`config.mk`:
```
export PLATFORM = sky130hd
export DESIGN_NAME = sysid_reader
export DESIGN_NICKNAME = d
export VERILOG_FILES = /design/src/rtl/sysid_reader_pkg.sv /design/src/rtl/sysid_timeout_cnt.sv /design/src/rtl/sysid_reader.sv
export SDC_FILE = /design/constraint.sdc
export NUM_CORES = 1
export LEC_CHECK = 0
export CORE_MARGIN = 4
export CORE_UTILIZATION = 43
export DETAILED_ROUTE_END_ITERATION = 7
export PLACE_DENSITY = 0.84
export SLEW_MARGIN = 30
export SYNTH_ARGS = -nofsm -noshare
export SYNTH_HDL_FRONTEND = slang
export SYNTH_HIERARCHICAL = 1
export SYNTH_SLANG_ARGS = --single-unit
```
`constraint.sdc`:
```
create_clock -name clk -period 2.94 [get_ports clk]
set_input_delay 0.588 -clock clk [delete_from_list [all_inputs] [get_ports clk]]
set_output_delay 0.588 -clock clk [all_outputs]
set_load 0.05 [all_outputs]
```
`src/rtl/sysid_reader_pkg.sv`:
```
// Shared types and constants for the system-ID reader: FSM state encoding,
// word offsets within the sysid control_slave, and the timeout counter width.
package sysid_reader_pkg;

  typedef enum logic [2:0] {
    ST_IDLE    = 3'd0,
    ST_REQ_ID  = 3'd1,
    ST_WAIT_ID = 3'd2,
    ST_REQ_TS  = 3'd3,
    ST_WAIT_TS = 3'd4,
    ST_FIN     = 3'd5
  } state_t;

  localparam logic [31:0] ID_OFFSET = 32'd0;
  localparam logic [31:0] TS_OFFSET = 32'd4;
  localparam int          CNT_W     = 16;

  // True in the states where a read phase is still outstanding.
  function automatic logic in_phase(input state_t s);
    return (s == ST_REQ_ID) || (s == ST_WAIT_ID) || (s == ST_REQ_TS) || (s == ST_WAIT_TS);
  endfunction

endpackage

```
`src/rtl/sysid_timeout_cnt.sv`:
```
// Per-transaction cycle counter for the system-ID reader.
// expired is asserted combinationally in the cycle where the count would step
// onto limit-1, so the phase leaves for FIN and FIN lands on cycle number
// 'limit' of the transaction (limit must be at least 2).
module sysid_timeout_cnt
  import sysid_reader_pkg::*;
(
  input  logic             clk,
  input  logic             reset_n,
  input  logic             clear,
  input  logic             enable,
  input  logic [CNT_W-1:0] limit,
  output logic             expired
);

  logic [CNT_W-1:0] count_reg;

  // Count cycles spent in the current phase; clearing takes priority.
  always_ff @(posedge clk or negedge reset_n) begin
    if (!reset_n) begin
      count_reg <= '0;
    end else if (clear) begin
      count_reg <= '0;
    end else if (enable) begin
      count_reg <= count_reg + CNT_W'(1);
    end
  end

  assign expired = enable && (count_reg == (limit - CNT_W'(2)));

endmodule

```
`src/rtl/sysid_reader.sv`:
```
// Avalon-MM master that reads the sysid ID and timestamp words and compares
// them against build-time values.
// Optional feature macro: SYSID_READER_AUTOSTART_EN issues one internal start
// pulse on the second clock edge after reset_n is released.
module sysid_reader
  import sysid_reader_pkg::*;
#(
  parameter logic [31:0] BASE_ADDR   = 32'h0000_0000,
  parameter logic [31:0] EXPECTED_ID = 32'h405D_AF4A,
  parameter logic [31:0] EXPECTED_TS = 32'h4E0B_6B1E,
  parameter int          TIMEOUT_CYC = 1024
) (
  input  logic        clk,
  input  logic        reset_n,
  input  logic        start,
  output logic        busy,
  output logic        done,
  output logic        id_ok,
  output logic        ts_ok,
  output logic        timeout,
  output logic [31:0] id_value,
  output logic [31:0] ts_value,
  output logic [31:0] avm_address,
  output logic        avm_read,
  input  logic        avm_waitrequest,
  input  logic [31:0] avm_readdata,
  input  logic        avm_readdatavalid
);

  state_t state_reg, state_next;

  logic start_int;
  logic cnt_clear, cnt_en, cnt_expired;
  logic cap_id, cap_ts, set_timeout, clear_flags;
  logic [1:0] word_match;
  logic [1:0][31:0] expected_words;

`ifdef SYSID_READER_AUTOSTART_EN
  logic [1:0] auto_cnt_reg;

  // Walk 0 -> 1 -> 2 after reset; the value 1 is seen at the second edge.
  always_ff @(posedge clk or negedge reset_n) begin
    if (!reset_n) begin
      auto_cnt_reg <= 2'd0;
    end else if (auto_cnt_reg != 2'd2) begin
      auto_cnt_reg <= auto_cnt_reg + 2'd1;
    end
  end

  assign start_int = start | (auto_cnt_reg == 2'd1);
`else
  assign start_int = start;
`endif

  // Word 0 compares against the ID, word 1 against the timestamp.
  assign expected_words = {EXPECTED_TS, EXPECTED_ID};

  generate
    for (genvar gi = 0; gi < 2; gi++) begin : g_match
      assign word_match[gi] = (avm_readdata == expected_words[gi]);
    end
  endgenerate

  sysid_timeout_cnt u_cnt (
    .clk     (clk),
    .reset_n (reset_n),
    .clear   (cnt_clear),
    .enable  (cnt_en),
    .limit   (CNT_W'(TIMEOUT_CYC)),
    .expired (cnt_expired)
  );

  // State register.
  always_ff @(posedge clk or negedge reset_n) begin
    if (!reset_n) begin
      state_reg <= ST_IDLE;
    end else begin
      state_reg <= state_next;
    end
  end

  // Next-state and per-cycle control; phase completion beats expiry.
  always_comb begin
    state_next  = state_reg;
    cnt_clear   = 1'b0;
    cnt_en      = in_phase(state_reg);
    cap_id      = 1'b0;
    cap_ts      = 1'b0;
    set_timeout = 1'b0;
    clear_flags = 1'b0;
    case (state_reg)
      ST_IDLE: begin
        if (start_int) begin
          clear_flags = 1'b1;
          cnt_clear   = 1'b1;
          state_next  = ST_REQ_ID;
        end
      end
      ST_REQ_ID: begin
        if (!avm_waitrequest) begin
          state_next = ST_WAIT_ID;
        end else if (cnt_expired) begin
          set_timeout = 1'b1;
          state_next  = ST_FIN;
        end
      end
      ST_WAIT_ID: begin
        if (avm_readdatavalid) begin
          cap_id     = 1'b1;
          cnt_clear  = 1'b1;
          state_next = ST_REQ_TS;
        end else if (cnt_expired) begin
          set_timeout = 1'b1;
          state_next  = ST_FIN;
        end
      end
      ST_REQ_TS: begin
        if (!avm_waitrequest) begin
          state_next = ST_WAIT_TS;
        end else if (cnt_expired) begin
          set_timeout = 1'b1;
          state_next  = ST_FIN;
        end
      end
      ST_WAIT_TS: begin
        if (avm_readdatavalid) begin
          cap_ts     = 1'b1;
          state_next = ST_FIN;
        end else if (cnt_expired) begin
          set_timeout = 1'b1;
          state_next  = ST_FIN;
        end
      end
      ST_FIN: begin
        state_next = ST_IDLE;
      end
      default: begin
        state_next = ST_IDLE;
      end
    endcase
  end

  // Capture words and results; everything holds until the next accepted start.
  always_ff @(posedge clk or negedge reset_n) begin
    if (!reset_n) begin
      id_ok    <= 1'b0;
      ts_ok    <= 1'b0;
      timeout  <= 1'b0;
      id_value <= '0;
      ts_value <= '0;
    end else begin
      if (clear_flags) begin
        id_ok   <= 1'b0;
        ts_ok   <= 1'b0;
        timeout <= 1'b0;
      end
      if (cap_id) begin
        id_value <= avm_readdata;
        id_ok    <= word_match[0];
      end
      if (cap_ts) begin
        ts_value <= avm_readdata;
        ts_ok    <= word_match[1];
      end
      if (set_timeout) begin
        timeout <= 1'b1;
      end
    end
  end

  // Bus and status outputs decode straight from state so reset clears them at once.
  always_comb begin
    busy        = (state_reg != ST_IDLE);
    done        = (state_reg == ST_FIN);
    avm_read    = (state_reg == ST_REQ_ID) || (state_reg == ST_REQ_TS);
    avm_address = ((state_reg == ST_REQ_TS) || (state_reg == ST_WAIT_TS))
                  ? (BASE_ADDR + TS_OFFSET) : (BASE_ADDR + ID_OFFSET);
  end

endmodule

```
==> results_dict.tcl <==
set metrics [dict create \
    finalClockSkew_ns 0.00539 \
    die_area_um2 12200 \
    overflow 0 \
    wirelength_um 11200 \
    grt_max_degree 87 \
    synth_warnings 6 \
    cts_tree "yes" \
    cts_root_buffer "clkbuf_8" \
    synth_area_um2 4530 \
    outcome "completed" \
    cts-resized-gates 0 \
    n_antenna_cell 0 \
    via_count 3588 \
    h-tree-depth 3 \
    leakage_nw 2.86 \
    clock_latency_ns 0.35 \
    dr.pass1.iters 4 \
    antenna_found_initial 0 \
    grt_pass1_vias 3800 \
    syn_to_final_growth_pct 32.5 \
    final_net_count 661 \
    clkTransAtPathRegs_ns 0.09 \
    synth_seq_area_share_pct 47.5 \
    syn_avg_cell_area_um2 9.94 \
    cts_hold_buf 0 \
    fin_crit_ns 2.77 \
    hp-class "in2async" \
    power_density_nw_per_um2 1140 \
    core_um2 10300 \
    crit_fanout 13 \
    ys_seq_elements 86 \
    drv_slew 0 \
    cp-start-kind "flop" \
    grt_pass1_wl_um 18500 \
    max_freq_mhz 361 \
    drv_cap 0 \
    drc_errors 0 \
    post-dp-hpwl_um 8230 \
    critical_path_arrival_ns 2.18 \
    die_h_um 111 \
    tns_ns 0 \
    cts_buffers 9 \
    place.gp.congestion 0.857 \
    cts_sinks 86 \
    final_antenna_net_count 0 \
    synth_cells 456 \
    die_w_um 111 \
    initial_utilization_pct 44.1 \
    portBuffers 107 \
    hold_violations 0 \
    fin_hold_ws_ns 0.264 \
    synthArstFlopShare_pct 100 \
    worst_pin_slew_ns 0.765 \
    crit_type "reg2out" \
    drt_iter0_drc 217 \
    r2r_slack_ns 0.35 \
    r2r_cells 11 \
    fp-row-count 37 \
    rsz0062_at_grt "false" \
    layout_worst_path_cycle_share_pct 94.3 \
    setup_violations 0 \
    synth_edf_count 0 \
    yosysUniqueCellTypes 50 \
    slew_headroom_pct 49.0 \
    viasPerCell 4.71 \
    drive_gt1_share_pct 9.11 \
    peakVddDrop_uv 951 \
    clockBufferDepth 2 \
    r2r_start "state_reg[1]" \
    track_usage_pct 18.3 \
    wl_per_cell_um 14.7 \
    boundaryPins 139 \
    end_kind "output pin" \
    synth_ff_type "dfrtp_1" \
    r2r_end "state_reg[1]" \
    critPathRequiredTime_ns 2.35 \
    post_cts_buffers 0 \
]
kinds of logic after synthesis:
kind of cell / Yosys count / share of synthesized area [%]
muxes: 34 / 10.7
xor gates and xnor gates: 36 / 6.96
AOI/OAI and AO/OA: 31 / 4.69
buffers and inverters: 60 / 8.61
DFF: 86 / 47.5
other: 2 / 0.166
and+or+nand+nor: 205 / 20.8
adders and majority gates: 2 / 0.552
cell usage after synthesis (2+ instances only):
cell type / count / share of area [%]
buf_4: 32 / 5.3
nand2_1: 110 / 9.1
conb_1: 2 / 0.17
o211a_1: 2 / 0.44
dfrtp_1: 86 / 47
o21ai_0: 7 / 0.77
nand3_1: 16 / 1.8
nand4b_1: 2 / 0.39
o21ai_1: 2 / 0.22
a211oi_1: 2 / 0.33
nand4_1: 10 / 1.4
clkbuf_1: 5 / 0.41
and3_1: 2 / 0.28
xor2_1: 18 / 3.5
inv_1: 10 / 0.83
ha_1: 2 / 0.55
mux2_1: 4 / 0.99
nand2b_1: 3 / 0.41
buf_2: 6 / 0.66
a21oi_1: 4 / 0.44
o31ai_1: 4 / 0.66
nor4_1: 6 / 0.83
mux2_4: 28 / 9.3
xnor2_1: 18 / 3.5
nor2_1: 31 / 2.6
or3_1: 4 / 0.55
a22oi_1: 2 / 0.33
nor3_1: 9 / 0.99
nor2b_1: 3 / 0.41
mux2i_1: 2 / 0.44
buf_6: 5 / 1.2
how the worst max path moves through the flow:
stage               slack (ns)                  end  cells after the start               from
floorplan                 0.39       avm_address[2]                      4       state_reg[0]
global placement          0.28  u_cnt/count_reg[15]                     10  avm_readdatavalid
detailed placement        0.22  u_cnt/count_reg[15]                     10  avm_readdatavalid
CTS                       0.15       avm_address[2]                      5       state_reg[2]
global route              0.08         state_reg[2]                     11       state_reg[1]
finish                    0.17       avm_address[2]                      5       state_reg[2]
cell type report:
| type | instances | area, µm² |
|---|---|---|
| repair buffers | 114 | 1120 |
| well taps | 136 | 170 |
| clock inverters | 4 | 47.5 |
| fillers | 875 | 4270 |
| flip-flops and latches | 86 | 2150 |
| inverters | 11 | 41.3 |
| clock buffers | 11 | 141 |
| multi-input cells | 400 | 2330 |
power by group:
| part | switching, W | leakage, nW | internal (W) | total, W |
|---|---|---|---|---|
| Sequential | 0.000326 | 1.08 | 0.00167 | 0.00200 |
| Clock | 0.000412 | 0.0952 | 0.000409 | 0.000821 |
| Combinational | 0.00259 | 1.68 | 0.00142 | 0.00402 |
| Total | 0.00333 | 2.86 | 0.00350 | 0.00683 |
cell usage in the layout (no fill, tap or decap), types with 6 or more instances in the layout:
cell type and count:
dfrtp_1 86, o21ai_0 7, mux2_4 28, nor4_1 6, conb_1 92, nand2_1 110, nand3_1 16, xnor2_1 18
xor2_1 18, clkdlybuf4s50_1 106, clkbuf_8 10, buf_4 7, nand4_1 10, nor2_1 31, inv_1 10, nor3_1 9
routing by layer:
layer  global-route usage [%]  wire (µm)  vias to the layer above  part of all wire (%)
met5                        0          0                        -                     0
li1                         -          -                     1724                     -
met1                     21.5       4450                     1722                    40
met2                     31.3       5600                      128                    50
met4                     5.42        138                        0                   1.2
met3                     6.44        985                       14                   8.8
critical path, cell delays in order (launching register included):
cell	delay, ns
dfrtp_1	0.40
buf_4	0.18
nor2b_1	0.21
nand2_1	0.07
o21ai_0	0.10
clkdlybuf4s50_1	0.86
metrics by stage:
stage	setup WS, ns	cells	total power (W)	util, %	cell area, µm²
floorplan	0.392	546	0.00475	-	4870
global placement	0.279	747	0.00593	56.5	5810
detailed placement	0.218	747	0.00602	56.6	5820
CTS	0.151	762	0.00687	58.4	6000
global route	0.0787	762	0.00714	58.4	6000
finish	0.168	762	0.00683	58.4	6000
No activity file was read; power rests on OpenSTA's default activity.
